`src/rtl/multicycle_datapath_pkg.sv`:
```
// Shared definitions for the multicycle RV32 subset core: opcodes, function codes,
// ALU operation encoding, immediate formats and control FSM states.
package multicycle_datapath_pkg;

    localparam logic [6:0] OP_R      = 7'b0110011;
    localparam logic [6:0] OP_I      = 7'b0010011;
    localparam logic [6:0] OP_LOAD   = 7'b0000011;
    localparam logic [6:0] OP_STORE  = 7'b0100011;
    localparam logic [6:0] OP_BRANCH = 7'b1100011;

    localparam logic [2:0] F3_ADD = 3'b000;
    localparam logic [2:0] F3_SLT = 3'b010;
    localparam logic [2:0] F3_OR  = 3'b110;
    localparam logic [2:0] F3_AND = 3'b111;
    localparam logic [2:0] F3_LW  = 3'b010;
    localparam logic [2:0] F3_SW  = 3'b010;
    localparam logic [2:0] F3_BEQ = 3'b000;
    localparam logic [2:0] F3_BNE = 3'b001;

    localparam logic [6:0] F7_BASE = 7'b0000000;
    localparam logic [6:0] F7_SUB  = 7'b0100000;

    typedef enum logic [2:0] {
        ALU_ADD, ALU_SUB, ALU_AND, ALU_OR, ALU_SLT
    } alu_op_e;

    typedef enum logic [1:0] {
        IMM_I, IMM_S, IMM_B
    } imm_sel_e;

    typedef enum logic [2:0] {
        S_FETCH, S_DECODE, S_EXEC, S_MEM, S_WB, S_HALT
    } state_e;

endpackage

```
`src/rtl/multicycle_datapath_alu.sv`:
```
// XLEN-wide ALU shared with the single-cycle datapath; zero flag feeds branch compare.
module multicycle_datapath_alu
    import multicycle_datapath_pkg::*;
#(
    parameter int XLEN = 32
) (
    input  alu_op_e          op,
    input  logic [XLEN-1:0]  a,
    input  logic [XLEN-1:0]  b,
    output logic [XLEN-1:0]  y,
    output logic             zero
);

    always_comb begin
        y = '0;
        case (op)
            ALU_ADD: y = a + b;
            ALU_SUB: y = a - b;
            ALU_AND: y = a & b;
            ALU_OR:  y = a | b;
            ALU_SLT: y = {{(XLEN-1){1'b0}}, ($signed(a) < $signed(b))};
            default: y = '0;
        endcase
        zero = (y == '0);
    end

endmodule

```
`src/rtl/multicycle_datapath_imm_gen.sv`:
```
// I/S/B immediate extraction, sign-extended to XLEN.
module multicycle_datapath_imm_gen
    import multicycle_datapath_pkg::*;
#(
    parameter int XLEN = 32
) (
    input  logic [31:0]      instr,
    input  imm_sel_e         sel,
    output logic [XLEN-1:0]  imm
);

    // rs1/funct3 and opcode fields never carry immediate bits in these formats
    logic unused_bits;
    assign unused_bits = ^{instr[19:12], instr[6:0]};

    always_comb begin
        imm = {{(XLEN-12){instr[31]}}, instr[31:20]};
        case (sel)
            IMM_S:   imm = {{(XLEN-12){instr[31]}}, instr[31:25], instr[11:7]};
            IMM_B:   imm = {{(XLEN-13){instr[31]}}, instr[31], instr[7],
                            instr[30:25], instr[11:8], 1'b0};
            default: imm = {{(XLEN-12){instr[31]}}, instr[31:20]};
        endcase
    end

endmodule

```
`src/rtl/multicycle_datapath.sv`:
```
// Multicycle RV32 subset core: FETCH/DECODE/EXEC/MEM/WB control with req/ready
// instruction and data ports; halts sticky on any unsupported instruction.
module multicycle_datapath
    import multicycle_datapath_pkg::*;
#(
    parameter int              XLEN       = 32,
    parameter int              NREGS      = 32,
    parameter logic [XLEN-1:0] INITIAL_PC = XLEN'(32'h00400000)
) (
    input  logic             clk,
    input  logic             rst,
    output logic             imem_req,
    output logic [XLEN-1:0]  imem_addr,
    input  logic             imem_ready,
    input  logic [31:0]      imem_rdata,
    output logic             dmem_req,
    output logic             dmem_we,
    output logic [XLEN-1:0]  dmem_addr,
    output logic [XLEN-1:0]  dmem_wdata,
    input  logic             dmem_ready,
    input  logic [XLEN-1:0]  dmem_rdata,
    output logic [XLEN-1:0]  PC,
    output logic             retire,
    output logic             illegal
);

    localparam int              RIDX    = $clog2(NREGS);
    localparam logic [XLEN-1:0] PC_STEP = XLEN'(4);

    state_e            state_q, state_d;
    logic [XLEN-1:0]   pc_q, pc_d, a_q, a_d, b_q, b_d, imm_q, imm_d;
    logic [XLEN-1:0]   target_q, target_d, aluout_q, aluout_d, mdr_q, mdr_d;
    logic [31:0]       ir_q, ir_d;
    logic              illegal_q, illegal_d;
    logic [XLEN-1:0]   regs_q [NREGS];
    logic [XLEN-1:0]   regs_d [NREGS];

    logic [6:0] opcode, funct7;
    logic [2:0] funct3;
    logic [4:0] rd, rs1, rs2;
    assign opcode = ir_q[6:0];
    assign rd     = ir_q[11:7];
    assign funct3 = ir_q[14:12];
    assign rs1    = ir_q[19:15];
    assign rs2    = ir_q[24:20];
    assign funct7 = ir_q[31:25];

    function automatic logic idx_ok(input logic [4:0] idx);
        return {27'd0, idx} < 32'(NREGS);
    endfunction

    logic     op_ok, legal, use_imm, is_branch, is_load, is_store, writes_rd, uses_rs2;
    alu_op_e  alu_op;
    imm_sel_e imm_sel;

    always_comb begin
        op_ok = 1'b0; use_imm = 1'b0; is_branch = 1'b0; is_load = 1'b0; is_store = 1'b0;
        writes_rd = 1'b0; uses_rs2 = 1'b0; alu_op = ALU_ADD; imm_sel = IMM_I;
        case (opcode)
            OP_R: begin
                writes_rd = 1'b1;
                uses_rs2  = 1'b1;
                if (funct7 == F7_BASE) begin
                    op_ok = 1'b1;
                    case (funct3)
                        F3_ADD:  alu_op = ALU_ADD;
                        F3_SLT:  alu_op = ALU_SLT;
                        F3_OR:   alu_op = ALU_OR;
                        F3_AND:  alu_op = ALU_AND;
                        default: op_ok = 1'b0;
                    endcase
                end else if (funct7 == F7_SUB && funct3 == F3_ADD) begin
                    op_ok  = 1'b1;
                    alu_op = ALU_SUB;
                end
            end
            OP_I: begin
                writes_rd = 1'b1;
                use_imm   = 1'b1;
                op_ok     = 1'b1;
                case (funct3)
                    F3_ADD:  alu_op = ALU_ADD;
                    F3_SLT:  alu_op = ALU_SLT;
                    F3_OR:   alu_op = ALU_OR;
                    F3_AND:  alu_op = ALU_AND;
                    default: op_ok = 1'b0;
                endcase
            end
            OP_LOAD: begin
                is_load = 1'b1; writes_rd = 1'b1; use_imm = 1'b1;
                op_ok   = (funct3 == F3_LW);
            end
            OP_STORE: begin
                is_store = 1'b1; uses_rs2 = 1'b1; use_imm = 1'b1; imm_sel = IMM_S;
                op_ok    = (funct3 == F3_SW);
            end
            OP_BRANCH: begin
                is_branch = 1'b1; uses_rs2 = 1'b1; imm_sel = IMM_B; alu_op = ALU_SUB;
                op_ok     = (funct3 == F3_BEQ) || (funct3 == F3_BNE);
            end
            default: op_ok = 1'b0;
        endcase
        legal = op_ok && idx_ok(rs1) && (!uses_rs2 || idx_ok(rs2)) && (!writes_rd || idx_ok(rd));
    end

    logic [XLEN-1:0] imm_val, alu_y;
    logic            alu_zero;

    multicycle_datapath_imm_gen #(.XLEN(XLEN)) u_imm_gen (
        .instr (ir_q),
        .sel   (imm_sel),
        .imm   (imm_val)
    );

    multicycle_datapath_alu #(.XLEN(XLEN)) u_alu (
        .op   (alu_op),
        .a    (a_q),
        .b    (use_imm ? imm_q : b_q),
        .y    (alu_y),
        .zero (alu_zero)
    );

    logic imem_req_c, dmem_req_c, retire_c;

    always_comb begin
        state_d = state_q; pc_d = pc_q; ir_d = ir_q; a_d = a_q; b_d = b_q; imm_d = imm_q;
        target_d = target_q; aluout_d = aluout_q; mdr_d = mdr_q; illegal_d = illegal_q;
        regs_d = regs_q;
        imem_req_c = 1'b0; dmem_req_c = 1'b0; retire_c = 1'b0;
        case (state_q)
            S_FETCH: begin
                imem_req_c = 1'b1;
                if (imem_ready) begin
                    ir_d    = imem_rdata;
                    state_d = S_DECODE;
                end
            end
            S_DECODE: begin
                a_d      = regs_q[rs1[RIDX-1:0]];
                b_d      = regs_q[rs2[RIDX-1:0]];
                imm_d    = imm_val;
                target_d = pc_q + imm_val;
                if (legal) begin
                    state_d = S_EXEC;
                end else begin
                    illegal_d = 1'b1;
                    state_d   = S_HALT;
                end
            end
            S_EXEC: begin
                aluout_d = alu_y;
                if (is_branch) begin
                    // funct3[0] distinguishes BNE from BEQ
                    pc_d     = (alu_zero ^ funct3[0]) ? target_q : pc_q + PC_STEP;
                    retire_c = 1'b1;
                    state_d  = S_FETCH;
                end else if (is_load || is_store) begin
                    state_d = S_MEM;
                end else begin
                    state_d = S_WB;
                end
            end
            S_MEM: begin
                dmem_req_c = 1'b1;
                if (dmem_ready) begin
                    if (is_store) begin
                        pc_d     = pc_q + PC_STEP;
                        retire_c = 1'b1;
                        state_d  = S_FETCH;
                    end else begin
                        mdr_d   = dmem_rdata;
                        state_d = S_WB;
                    end
                end
            end
            S_WB: begin
                if (rd != 5'd0) regs_d[rd[RIDX-1:0]] = is_load ? mdr_q : aluout_q;
                pc_d     = pc_q + PC_STEP;
                retire_c = 1'b1;
                state_d  = S_FETCH;
            end
            default: state_d = S_HALT;
        endcase
    end

    always_ff @(posedge clk or negedge rst) begin
        if (!rst) begin
            state_q   <= S_FETCH;
            pc_q      <= INITIAL_PC;
            ir_q      <= '0;
            a_q       <= '0;
            b_q       <= '0;
            imm_q     <= '0;
            target_q  <= '0;
            aluout_q  <= '0;
            mdr_q     <= '0;
            illegal_q <= 1'b0;
            for (int i = 0; i < NREGS; i++) regs_q[i] <= '0;
        end else begin
            state_q   <= state_d;
            pc_q      <= pc_d;
            ir_q      <= ir_d;
            a_q       <= a_d;
            b_q       <= b_d;
            imm_q     <= imm_d;
            target_q  <= target_d;
            aluout_q  <= aluout_d;
            mdr_q     <= mdr_d;
            illegal_q <= illegal_d;
            regs_q    <= regs_d;
        end
    end

    // Requests drop the moment reset asserts, even though reset forces FETCH.
    assign imem_req   = imem_req_c & rst;
    assign dmem_req   = dmem_req_c & rst;
    assign imem_addr  = pc_q;
    assign dmem_we    = is_store && (state_q == S_MEM);
    assign dmem_addr  = aluout_q;
    assign dmem_wdata = b_q;
    assign PC         = pc_q;
    assign retire     = retire_c;
    assign illegal    = illegal_q;

endmodule

```
`config.mk`:
```
export PLATFORM = sky130hd
export DESIGN_NAME = multicycle_datapath
export DESIGN_NICKNAME = d
export VERILOG_FILES = /design/src/rtl/multicycle_datapath_pkg.sv /design/src/rtl/multicycle_datapath_alu.sv /design/src/rtl/multicycle_datapath_imm_gen.sv /design/src/rtl/multicycle_datapath.sv
export SDC_FILE = /design/constraint.sdc
export NUM_CORES = 2
export LEC_CHECK = 0
export CAP_MARGIN = 20
export CORE_UTILIZATION = 45
export DETAILED_ROUTE_END_ITERATION = 7
export GPL_TIMING_DRIVEN = 0
export PLACE_DENSITY_LB_ADDON = 0.2
export SLEW_MARGIN = 20
export SYNTH_ARGS = -nofsm -noshare
export SYNTH_HDL_FRONTEND = slang
export SYNTH_SLANG_ARGS = --single-unit
```
`constraint.sdc`:
```
create_clock -name clk -period 8.9 [get_ports clk]
set_input_delay 1.78 -clock clk [delete_from_list [all_inputs] [get_ports clk]]
set_output_delay 1.78 -clock clk [all_outputs]
set_load 0.05 [all_outputs]
```
# Word level (Yosys, flattened, before mapping)
# Cells that the tools add are included.
[op_classes] add_sub_neg=4 n_lt_le_gt_ge=5 n_eq_ne=24 muxes=44 bitwise_logic=10 n_reduce_logical=21
[op_table] op="$bwmux W1024" n=1
[op_table] op="$mux W32" n=11
[op_table] op="$bmux W32 S5" n=2
[op_table] op="$demux W32 S5" n=1
[op_table] op="$pmux W32 S5" n=1
[op_table] op="$pmux W32 S3" n=1
[op_table] op="$add A32 B32 Y32" n=2
[op_table] op="$add A32 B3 Y32 const B" n=1
[op_table] op="$and A32 B32 Y32" n=1
[op_table] op="$logic_not A32 Y1" n=1
[op_table] op="$lt A32 B32 Y1" n=1
[op_table] op="$or A32 B32 Y32" n=1
[op_table] op="$sub A32 B32 Y32" n=1
[op_table] op="$pmux W12 S2" n=1
[op_table] op="$eq A7 B6 Y1 const B" n=3
[op_table] op="$mux W3" n=7
[op_table] op="$ge A6 B6 Y1 const B" n=3
[op_table] op="$not A5 Y6" n=3
[op_table] op="$pmux W3 S3" n=2
[op_table] op="$eq A3 B2 Y1 const B" n=5
[op_table] op="$pmux W3 S5" n=1
[op_table] op="$mux W1" n=13
[op_table] op="$eq A3 B3 Y1 const B" n=4
[op_table] op="$eq A3 B1 Y1 const B" n=3
[op_table] op="25 further kinds" n=38
[word_totals] regBits=1265

# Logic depth before layout (Yosys ltp)
[logic_depth] ltp_word=12 mapped_depth=25

# Cells and area by module
# From an unflattened synthesis, not the netlist that was laid out.
[unflattened] hier_cells=6458 area_unflattened_um2=70747.9
[modules_own_cells] mod="multicycle_datapath" instances=1 cells_per_inst=5577 area_each_um2=64867.2
[modules_own_cells] mod="multicycle_datapath_alu" instances=1 cells_per_inst=832 area_each_um2=5557.8
[modules_own_cells] mod="multicycle_datapath_imm_gen" instances=1 cells_per_inst=49 area_each_um2=322.8

# Worst setup path before layout
# Ideal clock, no wire load.
[synth_timing] path_type="register to register" start="register ir_q[5]" end="register pc_q[26], in the netlist PC[26]" t_arrival_ns=6.014 path_slack_ns=2.770 path_stages_with_launch=22 n_path_buf=3 path_cell_list="dfrtp_1 clkbuf_1 nand2_1 nand2_1 buf_1 mux2_2 inv_1 ha_1 clkbuf_1 a211o_1 a2111oi_0 nor2b_1 xnor2_1 o21ai_0 a21oi_1 nand4_1 or4_1 or4_1 or4_4 mux2i_4 or4b_2 o311ai_0"
[synth_via] elab_chain_cells=11
[synth_rtl] item="from (decl)" line_no="multicycle_datapath.sv:33" source="logic [31:0] ir_q, ir_d;"
[synth_rtl] item="from (signal assigned)" line_no="multicycle_datapath.sv:202" source="ir_q <= ir_d;"
[synth_rtl] item="$eq A7 B5 Y1, or another cell as far along"
[synth_rtl] item="$reduce_or A3 Y1 (no line)"
[synth_rtl] item="$mux W1" line_no="multicycle_datapath.sv:59" source="case (opcode)"
[synth_rtl] item="$mux W32" line_no="multicycle_datapath.sv:118" source=".b (use_imm ? imm_q : b_q),"
[synth_rtl] item="$sub A32 B32 Y32, or another cell as far along" line_no="multicycle_datapath_alu.sv:18" source="ALU_SUB: y = a - b;"
[synth_rtl] item="$pmux W32 S5" line_no="multicycle_datapath_alu.sv:16" source="case (op)"
[synth_rtl] item="$logic_not A32 Y1" line_no="multicycle_datapath_alu.sv:24" source="zero = (y == '0);"
[synth_rtl] item="$xor A1 B1 Y1" line_no="multicycle_datapath.sv:154" source="pc_d = (alu_zero ^ funct3[0]) ? target_q : pc_q + PC_STEP;"
[synth_rtl] item="$mux W32" line_no="multicycle_datapath.sv:154"
[synth_rtl] item="$mux W32" line_no="multicycle_datapath.sv:152" source="if (is_branch) begin"
[synth_rtl] item="$pmux W32 S3" line_no="multicycle_datapath.sv:130" source="case (state_q)"
[synth_rtl] item="to (signal assigned)" line_no="multicycle_datapath.sv:201" source="pc_q <= pc_d;"
[synth_rtl] item="to (decl)" line_no="multicycle_datapath.sv:31" source="logic [XLEN-1:0] pc_q, pc_d, a_q, a_d, b_q, b_d, imm_q, imm_d;"
# Several ways; a longest one is shown, not always the timed one. The select of a mux whose other input is x is not followed.
# A chain may end at the register's enable or synchronous reset.

# Final worst setup path
[layout_timing] start="register ir_q[2]" end="register pc_q[17], in the netlist PC[17]"
# Same word-level chain as after synthesis.

==> summary.txt <==
Outcome
  – Run status: finished, final reports clean

Global route
  – Pin count of the biggest net entering global routing: approximately 150
  – Vias in the first global route: about 54000
  – First-pass GRT wire length: ~370000 um
  – Global route overflow: 0
  – Initial antenna violation count: 10
  – GRT Util Overall: 0.3268

Routing
  – Post-detailed-route wirelength per cell: about 29 um
  – First-pass iteration count of the detailed router: 6
  – DRC Markers: 0
  – Via/cell ratio: 6.257
  – Antenna viol nets, final: 0
  – Detailed-route via count: 54959
  – Detailed-route wire length: approximately 250000 um
  – Violation count after the first detailed-routing iteration: 6869

Synth
  – Portion of the post-synthesis area used by sequential elements: 0.4598
  – Post-synthesis mux area share: 0.2393
  – Leading area contributor after synthesis: sky130_fd_sc_hd__dfrtp_1
  – Async set or reset register ratio after synthesis: 1.000
  – Simple-gate area share of the yosys netlist: 0.1003
  – Compound-cell area share of the yosys netlist: 0.1280
  – Post-synth top cells: sky130_fd_sc_hd__dfrtp_1 (1264), sky130_fd_sc_hd__nand2_1 (949), sky130_fd_sc_hd__o21ai_0 (841), sky130_fd_sc_hd__mux4_2 (640), sky130_fd_sc_hd__clkbuf_1 (511)
  – XOR/XNOR Fraction of Synth Area: 0.005980
  – Dominant combinational cell family by area after synthesis: multiplexers
  – Library cells used by synthesis: 84
  – Post-synthesis cell area: about 69000 sq um
  – Number of instances in the synthesized netlist: 6282
  – Synthesized area per cell: between 10 and 15 sq um
  – Arithmetic-cell share of the synthesized area counting full adders, half adders and majority gates: 0.02450
  – Nets in the synthesized netlist: 6483
  – Count of flip-flops with a built-in enable after synthesis: 0
  – Share of Yosys cell area claimed by the top area cell type: 0.4595
  – Warnings, synthesis: 0
  – Primary flip-flop cell chosen by synthesis mapping: sky130_fd_sc_hd__dfrtp_1
  – Most used standard cell by instance count after synthesis: sky130_fd_sc_hd__dfrtp_1
  – Flop and latch count out of synthesis: about 1300
  – Area contributors post-synth: sky130_fd_sc_hd__dfrtp_1 (46%), sky130_fd_sc_hd__mux4_2 (21%), sky130_fd_sc_hd__o21ai_0 (6.1%)

Setup path
  – Biggest fanout along the worst timing path: 10
  – Type of element launching the critical path: register
  – Type of element capturing the critical path: register
  – Capture instance of the worst register-to-register path: PC[17]
  – CP Class: register to register
  – Minimum setup slack among reg-to-reg paths: 0.64 ns
  – Reg-to-reg startpoint: ir_q[2]
  – Critical path data arrival time: 9.01 ns
  – Critical path required time: 9.65 ns
  – Count of cells along the worst register-to-register path: 22

Clock network
  – Post-CTS Hold Fix Bufs: 0
  – Master cell of the clock root buffer: sky130_fd_sc_hd__clkbuf_16
  – Post-CTS resize count: 0
  – Worst-Skew Late Latency: 0.81 ns
  – TritonCTS clock tree: yes
  – Total setup buffers inserted after CTS: 0
  – Number of buffers added by the clock tree synthesis step: approximately 140
  – Max Root-Sink Buffers: 3
  – Clock-pin slew on the worst setup and hold paths: 0.06 ns
  – Depth of the CTS H-tree: 4
  – Count of clock tree sinks: between 1000 and 1500

Placed design
  – Port Buffer Count: 200
  – HPWL after detailed placement: 195800 um
  – Final RePlAce weighted congestion: between 0.9 and 1

Die
  – CORE AREA: 151900 sq um
  – Top Ports: ~200
  – Standard-cell rows: 143
  – Total Die Area: about 150000 sq um
  – Starting density of the core: 0.4532
  – Die span in y: 393.1 um
  – Die X: about 390 um

Layout
  – Share of layout cells above drive strength 1: 0.1635
  – Storage cell area: about 32000 sq um
  – Area growth from synthesis to layout: 14.00%
  – Final #Nets: between 6000 and 7000
  – Combined area of the multi-input logic cells: 34420 sq um
  – Number of fill cells in the layout: 13389
  – Final core utilization: 0.5166

Timing
  – RSZ-0062 raised after global routing: false
  – Final min period: 8.261 ns
  – Maximum clock rate: between 100 and 150 MHz
  – Final clock period utilization by the worst path: 0.9282
  – Tightest Pin Transition: 1.289 ns
  – Worst Skew: around 0.034 ns
  – Final Hold Violating Endpoints: 0
  – Slew headroom: 0.1160
  – Count of final max-slew check failures: 0
  – Total setup violations reported at the end of the flow: 0
  – Setup TNS Final: 0 ns

Power
  – Leakage power total: between 30 and 40 nW
  – Worst vdd ir: 0.4124 mV
  – Power per cell area: 309.1 nW/um^2

Worst hold path
  – Hold_sp: target_q[17]
  – Hold Path Depth: 2
  – Capture endpoint of the worst hold path: target_q[17]
  – Path class of the lowest-slack min-delay path: register to register

Job
  – Max-cap violations: 0
-- routing by layer --
layer | share of wire | up-vias | global-route usage
met5 | 0.000092 | - | 0
met4 | 0.039 | 4 | 0.1212
met3 | 0.11 | 470 | 0.09641
met2 | 0.46 | 2832 | 0.5060
met1 | 0.39 | 28181 | 0.4352
li1 | - | 23472 | -
-- logic make-up (layout without fill, tap and decap cells) --
family / Yosys count / after routing
AO/OA/AOI/OAI: 1587 / 1587
adder cells (fa/ha/maj): 133 / 133
AND/OR/NAND/NOR: 1682 / 1682
multiplexers: 834 / 834
XOR/XNOR: 47 / 47
buffers and inverters: 734 / 1197
flip-flops: 1265 / 1265
other: 0 / 8
-- where the power goes --
group | internal (mW) | switching, mW
clock | 3.41 | 2.49
sequential | 6.49 | 0.709
combinational | 4.22 | 6.95
-- layout make-up --
type,count,share of cell area
multi-input combinational,4283,0.4386
sequential,1265,0.4034
clock buffer,205,0.05242
tap,2030,0.03236
buffer,620,0.03211
timing repair buffer,216,0.02981
clock inverter,42,0.005628
inverter,114,0.005452
antenna,8,0.0002551
-- critical path: stages, from the launching register on --
cell,delay [ns]
sky130_fd_sc_hd__dfrtp_1,0.37
sky130_fd_sc_hd__nand4bb_1,0.40
sky130_fd_sc_hd__nor2_1,0.34
sky130_fd_sc_hd__nand2_1,0.33
sky130_fd_sc_hd__buf_1,0.38
sky130_fd_sc_hd__mux2_2,0.41
sky130_fd_sc_hd__inv_1,0.09
sky130_fd_sc_hd__ha_1,0.27
sky130_fd_sc_hd__clkbuf_1,0.28
sky130_fd_sc_hd__a211o_1,0.40
sky130_fd_sc_hd__a2111oi_1,0.84
sky130_fd_sc_hd__o211ai_1,0.37
sky130_fd_sc_hd__a21oi_1,0.35
sky130_fd_sc_hd__o32a_1,0.35
sky130_fd_sc_hd__nand2_1,0.17
sky130_fd_sc_hd__a41oi_1,0.30
sky130_fd_sc_hd__nand4_1,0.12
sky130_fd_sc_hd__or4_1,0.59
sky130_fd_sc_hd__or4_4,0.67
sky130_fd_sc_hd__mux2i_4,0.34
sky130_fd_sc_hd__clkbuf_1,0.43
sky130_fd_sc_hd__and3_1,0.26
sky130_fd_sc_hd__a211o_1,0.10
-- registers in the layout, summed over array words and instances (netlist names) --
signal	cells
mdr_q	32
target_q	32
ir_q	32
imm_q	13
dmem_addr	32
regs_q	1024
dmem_wdata	32
illegal	1
PC	32
state_q	3
a_q	32
-- cells in the final DEF, fill, tap and decap left out, drive strengths merged, types with 20 or more instances in the layout --
cell / n
dfrtp: 1264
buf: 122
and3: 30
clkbuf: 720
nor2b: 20
nand2: 949
clkinv: 26
nor2: 491
xnor2: 29
ha: 130
nor3: 42
mux2: 85
a21o: 56
a31oi: 20
a211o: 21
o21ai: 842
mux4: 640
inv: 120
nand3: 29
clkdlybuf4s50: 199
mux2i: 109
or3: 27
a211oi: 21
a21oi: 468
-- stage by stage --
| step | total power, mW | area [sq um] | hold WS (ns) | std cells | worst slack [ns] |
|---|---|---|---|---|---|
| 2_1_floorplan | 14.44 | 68840 | 0.4305 | 6282 | 2.770 |
| 3_3_place_gp | 18.13 | 73380 | 0.4448 | 8512 | -51.94 |
| 3_5_place_dp | 18.23 | 73850 | 0.4568 | 8528 | 0.5815 |
| 4_1_cts | 24.10 | 78400 | 0.4715 | 8775 | 0.5403 |
| 5_1_grt | 25.21 | 78470 | 0.4955 | 8777 | 0.2519 |
| 6_report | 24.26 | 78480 | 0.4697 | 8783 | 0.6394 |
-- how the worst max path moves through the flow --
| stage | depth (start not counted) | slack [ns] | to | from |
|---|---|---|---|---|
| final | 22 | 0.64 | PC[17] | ir_q[2] |
| after global routing | 24 | 0.25 | PC[18] | ir_q[5] |
| after CTS | 23 | 0.54 | PC[17] | ir_q[2] |
| after detailed placement | 23 | 0.58 | PC[17] | ir_q[2] |
| after global placement | 1 | -51.94 | regs_q[839] | rst |
| after floorplan | 21 | 2.77 | PC[26] | ir_q[5] |
Power figures use the tool's default switching activity.
